<file path="src/rtl/mem_arbiter.sv">
// Two-port arbiter that shares one slow line-sized memory between the I-cache and D-cache.
// D normally wins, but a waiting I request is granted after FAIR_LIMIT consecutive D grants.
module mem_arbiter #(
  parameter int FAIR_LIMIT = 3
) (
  input  logic          clk,
  input  logic          proc_reset,
  input  logic          i_mem_read,
  input  logic [31:4]   i_mem_addr,
  output logic [127:0]  i_mem_rdata,
  output logic          i_mem_ready,
  input  logic          d_mem_read,
  input  logic          d_mem_write,
  input  logic [31:4]   d_mem_addr,
  input  logic [127:0]  d_mem_wdata,
  output logic [127:0]  d_mem_rdata,
  output logic          d_mem_ready,
  output logic          mem_read,
  output logic          mem_write,
  output logic [31:4]   mem_addr,
  output logic [127:0]  mem_wdata,
  input  logic [127:0]  mem_rdata,
  input  logic          mem_ready
);

  localparam int CNT_W = (FAIR_LIMIT < 1) ? 1 : $clog2(FAIR_LIMIT + 1);
  localparam logic [CNT_W-1:0] LIMIT = CNT_W'(FAIR_LIMIT);

  typedef enum logic [1:0] {
    IDLE    = 2'd0,
    GNT_I   = 2'd1,
    GNT_D   = 2'd2,
    RELEASE = 2'd3
  } state_t;

  state_t             state_q, state_d;
  logic [CNT_W-1:0]   fair_cnt_q, fair_cnt_d;
  logic               mem_read_q, mem_read_d;
  logic               mem_write_q, mem_write_d;
  logic [31:4]        mem_addr_q, mem_addr_d;
  logic [127:0]       mem_wdata_q, mem_wdata_d;
  logic               d_req_s;
  logic               i_wins_s;

  // Arbitration, grant capture and completion handling.
  always_comb begin
    state_d     = state_q;
    fair_cnt_d  = fair_cnt_q;
    mem_read_d  = mem_read_q;
    mem_write_d = mem_write_q;
    mem_addr_d  = mem_addr_q;
    mem_wdata_d = mem_wdata_q;
    d_req_s     = d_mem_read | d_mem_write;
    i_wins_s    = i_mem_read & (~d_req_s | (fair_cnt_q == LIMIT));

    case (state_q)
      IDLE: begin
        if (i_wins_s) begin
          state_d     = GNT_I;
          fair_cnt_d  = '0;
          mem_read_d  = 1'b1;
          mem_write_d = 1'b0;
          mem_addr_d  = i_mem_addr;
          mem_wdata_d = 128'd0;
        end else if (d_req_s) begin
          state_d     = GNT_D;
          // A simultaneous read+write is a write-back; never issue the read.
          mem_write_d = d_mem_write;
          mem_read_d  = ~d_mem_write;
          mem_addr_d  = d_mem_addr;
          mem_wdata_d = d_mem_wdata;
          if (!i_mem_read) begin
            fair_cnt_d = '0;
          end else if (fair_cnt_q != LIMIT) begin
            fair_cnt_d = fair_cnt_q + {{(CNT_W-1){1'b0}}, 1'b1};
          end else begin
            fair_cnt_d = fair_cnt_q;
          end
        end else begin
          mem_read_d  = 1'b0;
          mem_write_d = 1'b0;
        end
      end
      GNT_I, GNT_D: begin
        if (mem_ready) begin
          state_d     = RELEASE;
          mem_read_d  = 1'b0;
          mem_write_d = 1'b0;
        end else begin
          state_d = state_q;
        end
      end
      RELEASE: begin
        // Swallows the requester's still-high request from the ready cycle.
        state_d     = IDLE;
        mem_read_d  = 1'b0;
        mem_write_d = 1'b0;
      end
      default: begin
        state_d     = IDLE;
        mem_read_d  = 1'b0;
        mem_write_d = 1'b0;
      end
    endcase
  end

  // State and registered memory-side request.
  always_ff @(posedge clk or posedge proc_reset) begin
    if (proc_reset) begin
      state_q     <= IDLE;
      fair_cnt_q  <= '0;
      mem_read_q  <= 1'b0;
      mem_write_q <= 1'b0;
      mem_addr_q  <= 28'd0;
      mem_wdata_q <= 128'd0;
    end else begin
      state_q     <= state_d;
      fair_cnt_q  <= fair_cnt_d;
      mem_read_q  <= mem_read_d;
      mem_write_q <= mem_write_d;
      mem_addr_q  <= mem_addr_d;
      mem_wdata_q <= mem_wdata_d;
    end
  end

  assign mem_read    = mem_read_q;
  assign mem_write   = mem_write_q;
  assign mem_addr    = mem_addr_q;
  assign mem_wdata   = mem_wdata_q;
  assign i_mem_ready = (state_q == GNT_I) & mem_ready;
  assign d_mem_ready = (state_q == GNT_D) & mem_ready;
  assign i_mem_rdata = mem_rdata;
  assign d_mem_rdata = mem_rdata;

endmodule

</file>
<file path="config.mk">
export PLATFORM = sky130hd
export DESIGN_NAME = mem_arbiter
export DESIGN_NICKNAME = d
export VERILOG_FILES = /design/src/rtl/mem_arbiter.sv
export SDC_FILE = /design/constraint.sdc
export NUM_CORES = 1
export LEC_CHECK = 0
export CORE_AREA = 5 5 279 281
export CTS_BUF_LIST = sky130_fd_sc_hd__clkbuf_4 sky130_fd_sc_hd__clkbuf_8
export DETAILED_ROUTE_END_ITERATION = 8
export DIE_AREA = 0 0 284 286
export HOLD_SLACK_MARGIN = 0.08
export SKIP_LAST_GASP = 1
export SYNTH_ARGS = -nofsm -noshare
export SYNTH_HDL_FRONTEND = slang
export SYNTH_SLANG_ARGS = --single-unit
export TNS_END_PERCENT = 100
</file>
<file path="constraint.sdc">
create_clock -name clk -period 7.5 [get_ports clk]
set_clock_uncertainty 0.1 [all_clocks]
set_input_delay 2.25 -clock clk [delete_from_list [all_inputs] [get_ports clk]]
set_output_delay 2.25 -clock clk [all_outputs]
set_load 0.03 [all_outputs]
</file>
# Word level (Yosys, flattened, before mapping)
# Cells that the tools add are included.
# word_totals
ram_bits	0
mem_count	0
output_inout_bits	416
inputBits	318
reg_bits	162
latchBits	0
word_cells	47
rom_bits	0
# op_classes
n_mux	19
n_lt_le_gt_ge	0
add_sub_neg	1
n_bitwise	7
reduce_logical	6
mul	0
shift	0
n_div	0
n_eq_ne	8
# ops
cell	n
two-way mux 128 bit	2
two-way mux 28 bit	2
two-way mux 2 bit	7
== test 2 bit (second input constant)	3
case mux 1 bit (3 select lines)	2
case mux 2 bit (3 select lines)	1
two-way mux 1 bit	5
inequality test 2 bit (second input constant)	2
AND reduction 2 bit	2
bitwise AND 1 bit	3
inequality test 3 x 1 -> 1 bit (second input constant)	1
inequality test 3 bit (second input constant)	1
AND reduction 3 bit	1
adder 2 x 1 -> 2 bit (second input constant)	1
== test 2 x 1 -> 1 bit (second input constant)	1
zero test 2 bit	1
inverter 1 bit	2
OR 1 bit	2
nonzero test 2 bit	1
OR reduction 2 bit	1

# Logic depth before layout (Yosys ltp)
# Gate-level depths: netlist of the first run.
# depth
ltp_word	6
depth_mapped	7
mapped_depth_nobuf	5

# Worst setup path after synthesis of the first run
# Ideal clock, no wire load.
# synth_path
path_kind	in2out
startpoint	input port mem_ready
endpoint	output port i_mem_ready
n_path_buf	0
t_arrival_ns	2.531
cell_stages	1
slack_ns	2.619
required_time_ns	5.150
cell_sequence	and2_1
# synth_between
elab_chain_cells	1
# synth_lines
element	line	text
from (decl)	23	input logic mem_ready
bitwise AND 1 bit	130	assign i_mem_ready = (state_q == GNT_I) & mem_ready;
to (decl)	11	output logic i_mem_ready,
# Every way passes these cells.

# Worst setup path in the final report of the first run
# Ends and elaborated chain as after synthesis.

==> results of run 1 <==
-- worst register-to-register path: stages, from the launching register on --
cell and delay [ps]:
dfrtp_1 420, inv_1 130, ha_1 280, o21ai_1 170, a21oi_4 680, buf_12 390, a22o_1 460
-- metrics by stage --
step	hold WS, ps	instances	area, um2
after floorplan	377	743	8170
after global placement	364	1772	10800
after detailed placement	377	1772	10800
after CTS	408	1804	11200
after global routing	431	1805	11200
final	397	1805	11200
-- power by group through the flow --
stage	Combinational [W]	Clock (W)	Sequential (W)
4_1_cts	0.00270	0.000755	0.00151
2_1_floorplan	0.00103	0	0.00225
3_5_place_dp	0.00269	0	0.00152
5_1_grt	0.00280	0.000774	0.00155
6_report	0.00266	0.000690	0.00150
3_3_place_gp	0.00265	0	0.00150
-- path summary, 6_finish.rpt --
kind | depth (start not counted) | start | end
setup / recovery | 3 | mem_ready | i_mem_ready
hold / removal | 2 | mem_read | mem_read
setup reg to reg | 6 | state_q[1] | mem_wdata[83]
hold reg to reg | 2 | mem_read | mem_read
max in group asynchronous | 3 | proc_reset | mem_wdata[89]
min in group asynchronous | 2 | proc_reset | mem_addr[26]
-- per-layer routing --
| metal | vias to the layer above | part of all wire (%) | global-route usage, % |
|---|---|---|---|
| met5 | - | 0.15 | 0 |
| met4 | 6 | 6.1 | 4.97 |
| met3 | 134 | 10 | 3.37 |
| met2 | 395 | 47 | 11.6 |
| met1 | 2784 | 36 | 7.07 |
| li1 | 2484 | - | - |
-- cells by family after synthesis --
family                     after synthesis  share of synthesized area, %
adders and majority gates                5                         0.766
muxes                                    3                         0.398
and+or+nand+nor                         37                          1.85
DFF                                    162                          49.6
buffers and inverters                  309                          26.7
AOI/OAI and AO/OA                      227                          20.7
-- cells in the mapped netlist --
cell type / n / area share (%)
dfrtp_1: 162 / 50
nor3_1: 2 / 0.12
buf_2: 33 / 2.0
buf_4: 260 / 24
a22o_1: 129 / 14
nand2_1: 3 / 0.14
o21ai_0: 30 / 1.8
and2_1: 2 / 0.15
o22ai_1: 2 / 0.15
mux2_2: 2 / 0.28
clkbuf_1: 10 / 0.46
inv_1: 5 / 0.23
o21ba_2: 1 / 0.12
nor2b_1: 2 / 0.15
a21oi_1: 31 / 1.9
a211oi_1: 1 / 0.092
o21bai_1: 1 / 0.092
a21o_1: 1 / 0.092
o21ai_1: 1 / 0.061
ha_1: 5 / 0.77
mux2i_1: 1 / 0.12
o31ai_4: 1 / 0.26
clkbuf_2: 1 / 0.061
o31a_1: 1 / 0.11
nor2_1: 28 / 1.3
a31oi_1: 28 / 2.1
-- state kept, by name, indices dropped and copies added (netlist names) --
name        cells
fair_cnt_q      2
mem_write       1
state_q         2
mem_read        1
mem_addr       28
mem_wdata     128
-- layout make-up --
cell class | instances | area [um2]
fillers | 8341 | 64000
flip-flops and latches | 162 | 4050
repair buffers | 355 | 3560
multi-input cells | 272 | 1960
well taps | 978 | 1220
clock buffers | 21 | 277
clock inverters | 11 | 116
inverters | 5 | 26.3
diodes | 1 | 2.50
-- cell usage in the layout (no fill, tap or decap), drive strengths merged --
cell	synthesis	routed
bufinv	0	1
a21oi	31	31
o31a	1	1
mux2	2	2
inv	5	11
o22ai	2	2
clkinvlp	0	2
o21bai	1	1
mux2i	1	1
diode	0	1
clkbuf	11	21
ha	5	5
a21o	1	1
nor3	2	2
nor2b	2	2
clkinv	0	2
o21ba	1	1
buf	293	7
a31oi	28	28
nor2	28	28
a22o	129	129
o21ai	31	31
and2	2	2
nand2	3	3
a211oi	1	1
clkdlybuf4s50	0	348
dfrtp	162	162
o31ai	1	1
==> reports/results.tsv, run 1 <==
metric	value	unit
Clock Latency Late Sink	520	ps
synth warn	0	
clock tree buffer depth	2	
Die X	284	um
Tmin final	5930	ps
I/O pin count	734	
RSZ-0062 raised after global routing	false	
Switching Share	44.1	%
core footprint	75200	um2
outcome	finished, final reports clean	
gr usage total	7.05	%
Resize count post-CTS	0	
max cap viols	0	
sequential share of the synthesized area	49.6	%
via count	5803	
vias in the first global route	6306	
pre-CTS worst setup slack	1580	ps
Die Y	286	um
synthesis-to-finish area growth	37.3	%
critical path arrival	3580	ps
#FFs+latches synth	162	
post-CTS setup buffer count	0	
DR iter-0 viols	236	
maximum number of pins on one net before global-route repair	114	
cell family with most CP delay	buffers and inverters	
post-synthesis cell count	743	
layout cells sized above 1	5.69	%
Root Driver	clkbuf_8	
most frequent CP cell	clkdlybuf4s50_1	
routed len/inst	16.5	um
post-synth design cell area	8170	um2
Final Power	0.00485	W
CTS tree	yes	
global placement routability congestion	0.773	
HPWL after DPL	22200	um
Initial Util	10.9	%
antenna violations before repair	6	
crit path kind	input port to output pin	
FMAX	0.169	GHz
Peak VDD IR	0.132	mV
pwr dens	432	nW/um2
global-route wire length before repair	42500	um
Min-Delay Path Class	flop to flop	
Core Util, Final	14.9	%
fin crit share	79.0	%
sw power	0.00214	W
clock share of power	14.2	%
relative slew slack	18.3	%
Worst setup SP type	input port	
worst setup margin	1580	ps
setup slack, reg-to-reg	4790	ps
Netlist cell types	26	
DR pass1 iterations	5	
antenna viol nets, final	0	
max incr delay on CP	670	ps
TritonCTS Sinks	162	
Reg clk slew, reported paths	120	ps
total global routing overflow	0	
Inserted Clock Buffers	17	
Post-Syn Nets	1066	
# port buffers	349	
CP bufs+invs	2	
Worst EP required	5150	ps
leakage dissipation	4.35	nW
worst-path cell chain	clkdlybuf4s50_1 -> and2_1 -> clkdlybuf4s50_1	
die area	81200	um2
Total Routed Length	29800	um
Flop pwr share	31.0	%
final hold viol count	0	
Setup Total Neg Slack	0	ps
Worst path slowest cell	clkdlybuf4s50_1	
H-tree Lvls	4	
Worst Tran Pin Value	1230	ps
Cell Int Power	0.00271	W
Layout Nets	1136	
Cell Rows	101	
Critical Path Sink Type	output pin	
combinational share of power	54.8	%
Final setup viols	0	
CP Max Fanout	4	
count of pins over their slew limit	0	
Vias/cell	3.21	
syn avg cell area	11.0	um2
# hold bufs at CTS	0	
residual DRC count	0	
(Power assumes the default switching activity.)
==> run 2: changes to the inputs <==
clock period = 5.5 ns   (was 7.5 ns; I/O delays follow)
==> run 2 against run 1 <==
Final cell count rose by 0.28%; power rose by 37%; highest routed layer unchanged; critical endpoint unchanged; routed wire length rose by 3.8%; register-to-register slack got worse by 1500 ps.
==> reports/results.tsv, run 2 (synthesized netlist as in run 1, its figures left out) <==
metric	value	unit
Die X	284	um
most frequent cells in the layout	clkdlybuf4s50_1, dfrtp_1, a22o_1	
Setup Total Neg Slack	0	ps
Worst EP required	3750	ps
Fill cells	8368	
max cap viols	0	
DR pass1 iterations	4	
crit path from	mem_ready	
Tmin final	4740	ps
most common cell after layout, fill and taps aside	clkdlybuf4s50_1	
maximum number of pins on one net before global-route repair	106	
Crit Reg-Reg Startpoint	fair_cnt_q[1]	
Total Routed Length	31000	um
Peak VDD IR	0.181	mV
routed len/inst	17.1	um
vias in the first global route	6405	
H-tree Lvls	4	
pre-CTS worst setup slack	770	ps
FMAX	0.211	GHz
global-route wire length before repair	43800	um
final hold viol count	0	
TritonCTS Sinks	162	
clock tree buffer depth	2	
Worst setup SP type	input port	
max reg flops	128	
RSZ-0062 raised after global routing	false	
Die Y	286	um
CP Max Fanout	4	
outcome	finished, final reports clean	
Critical R2R Capture	state_q[0]	
Clock Latency Late Sink	510	ps
Hold EP	mem_write	
antenna viol nets, final	0	
# hold bufs at CTS	0	
Vias/cell	3.25	
post-CTS setup buffer count	0	
FF-to-FF path depth	4	
Layout Nets	1141	
Resize count post-CTS	0	
Worst Tran Pin Value	816	ps
Initial Util	10.9	%
HPWL after DPL	23100	um
core footprint	75200	um2
Min-Delay Startpoint	mem_write	
global placement routability congestion	0.774	
Reg clk slew, reported paths	100	ps
Root Driver	clkbuf_8	
total global routing overflow	0	
die area	81200	um2
synthesis-to-finish area growth	38.4	%
I/O pin count	734	
Final setup viols	0	
Inserted Clock Buffers	17	
pwr dens	587	nW/um2
fin crit share	86.3	%
setup slack, reg-to-reg	3340	ps
via count	5877	
gr usage total	7.37	%
DR iter-0 viols	176	
Min-Delay Path Class	flop to flop	
Cell Rows	101	
layout cells sized above 1	6.26	%
CTS tree	yes	
antenna violations before repair	6	
crit path kind	input port to output pin	
count of pins over their slew limit	0	
leakage dissipation	4.39	nW
relative slew slack	45.6	%
worst hold stages	1	
# port buffers	349	
critical path arrival	2990	ps
residual DRC count	0	
worst setup margin	755	ps
Critical Path Sink Type	output pin	
## run 2: cell count changes in the layout (fill, tap and decap cells not counted)
cell,change
buf_12,+2
clkinv_8,+4
clkbuf_4,-2
inv_6,-1
buf_4,+3
clkbuf_8,-2
inv_8,+1
## run 2: worst max-delay path by stage
stage / endpoint / cells after the start / slack (ps)
detailed placement: i_mem_ready / 3 / 770
floorplan: fair_cnt_q[0] / 1 / 1690
global route: i_mem_ready / 3 / 720
global placement: i_mem_ready / 3 / 780
CTS: i_mem_ready / 3 / 760
finish: i_mem_ready / 3 / 760
## run 2: layout make-up
cell class / instances / area, um2 / area share (%)
antenna: 1 / 2.50 / 0.0221
clock buffer: 17 / 234 / 2.07
clock inverter: 15 / 188 / 1.66
inverter: 5 / 22.5 / 0.199
multi-input combinational: 272 / 1960 / 17.3
sequential: 162 / 4050 / 35.9
tap: 978 / 1220 / 10.8
timing repair buffer: 360 / 3620 / 32.0
## run 2: power by group
| group | switching (W) | total, W | leakage, nW | internal, W |
|---|---|---|---|---|
| logic | 0.00205 | 0.00362 | 2.18 | 0.00157 |
| registers | 0.000325 | 0.00206 | 2.00 | 0.00173 |
| clock network | 0.000572 | 0.000959 | 0.210 | 0.000387 |
| total | 0.00295 | 0.00664 | 4.39 | 0.00369 |
## run 2: worst max-delay path: stages
cell and delay [ps]:
clkdlybuf4s50_1 520, and2_1 150, clkdlybuf4s50_1 670
## run 2: metal layers
layer	global-route usage, %	share of wire, %	vias up
met5	0	0.11	-
met4	7.04	8.5	6
met3	3.07	10	160
met2	11.7	46	448
met1	7.26	35	2769
li1	-	-	2494
## run 2: metrics by stage
step                hold WS, ps  cell area (um2)  total power, W  util [%]  instances
global route                424            11300         0.00702      15.0       1810
global placement            364            10900         0.00568      14.5       1777
CTS                         398            11300         0.00679      15.0       1809
finish                      396            11300         0.00664      15.0       1810
detailed placement          374            10900         0.00574      14.5       1777
floorplan                   377             8170         0.00447         -        743
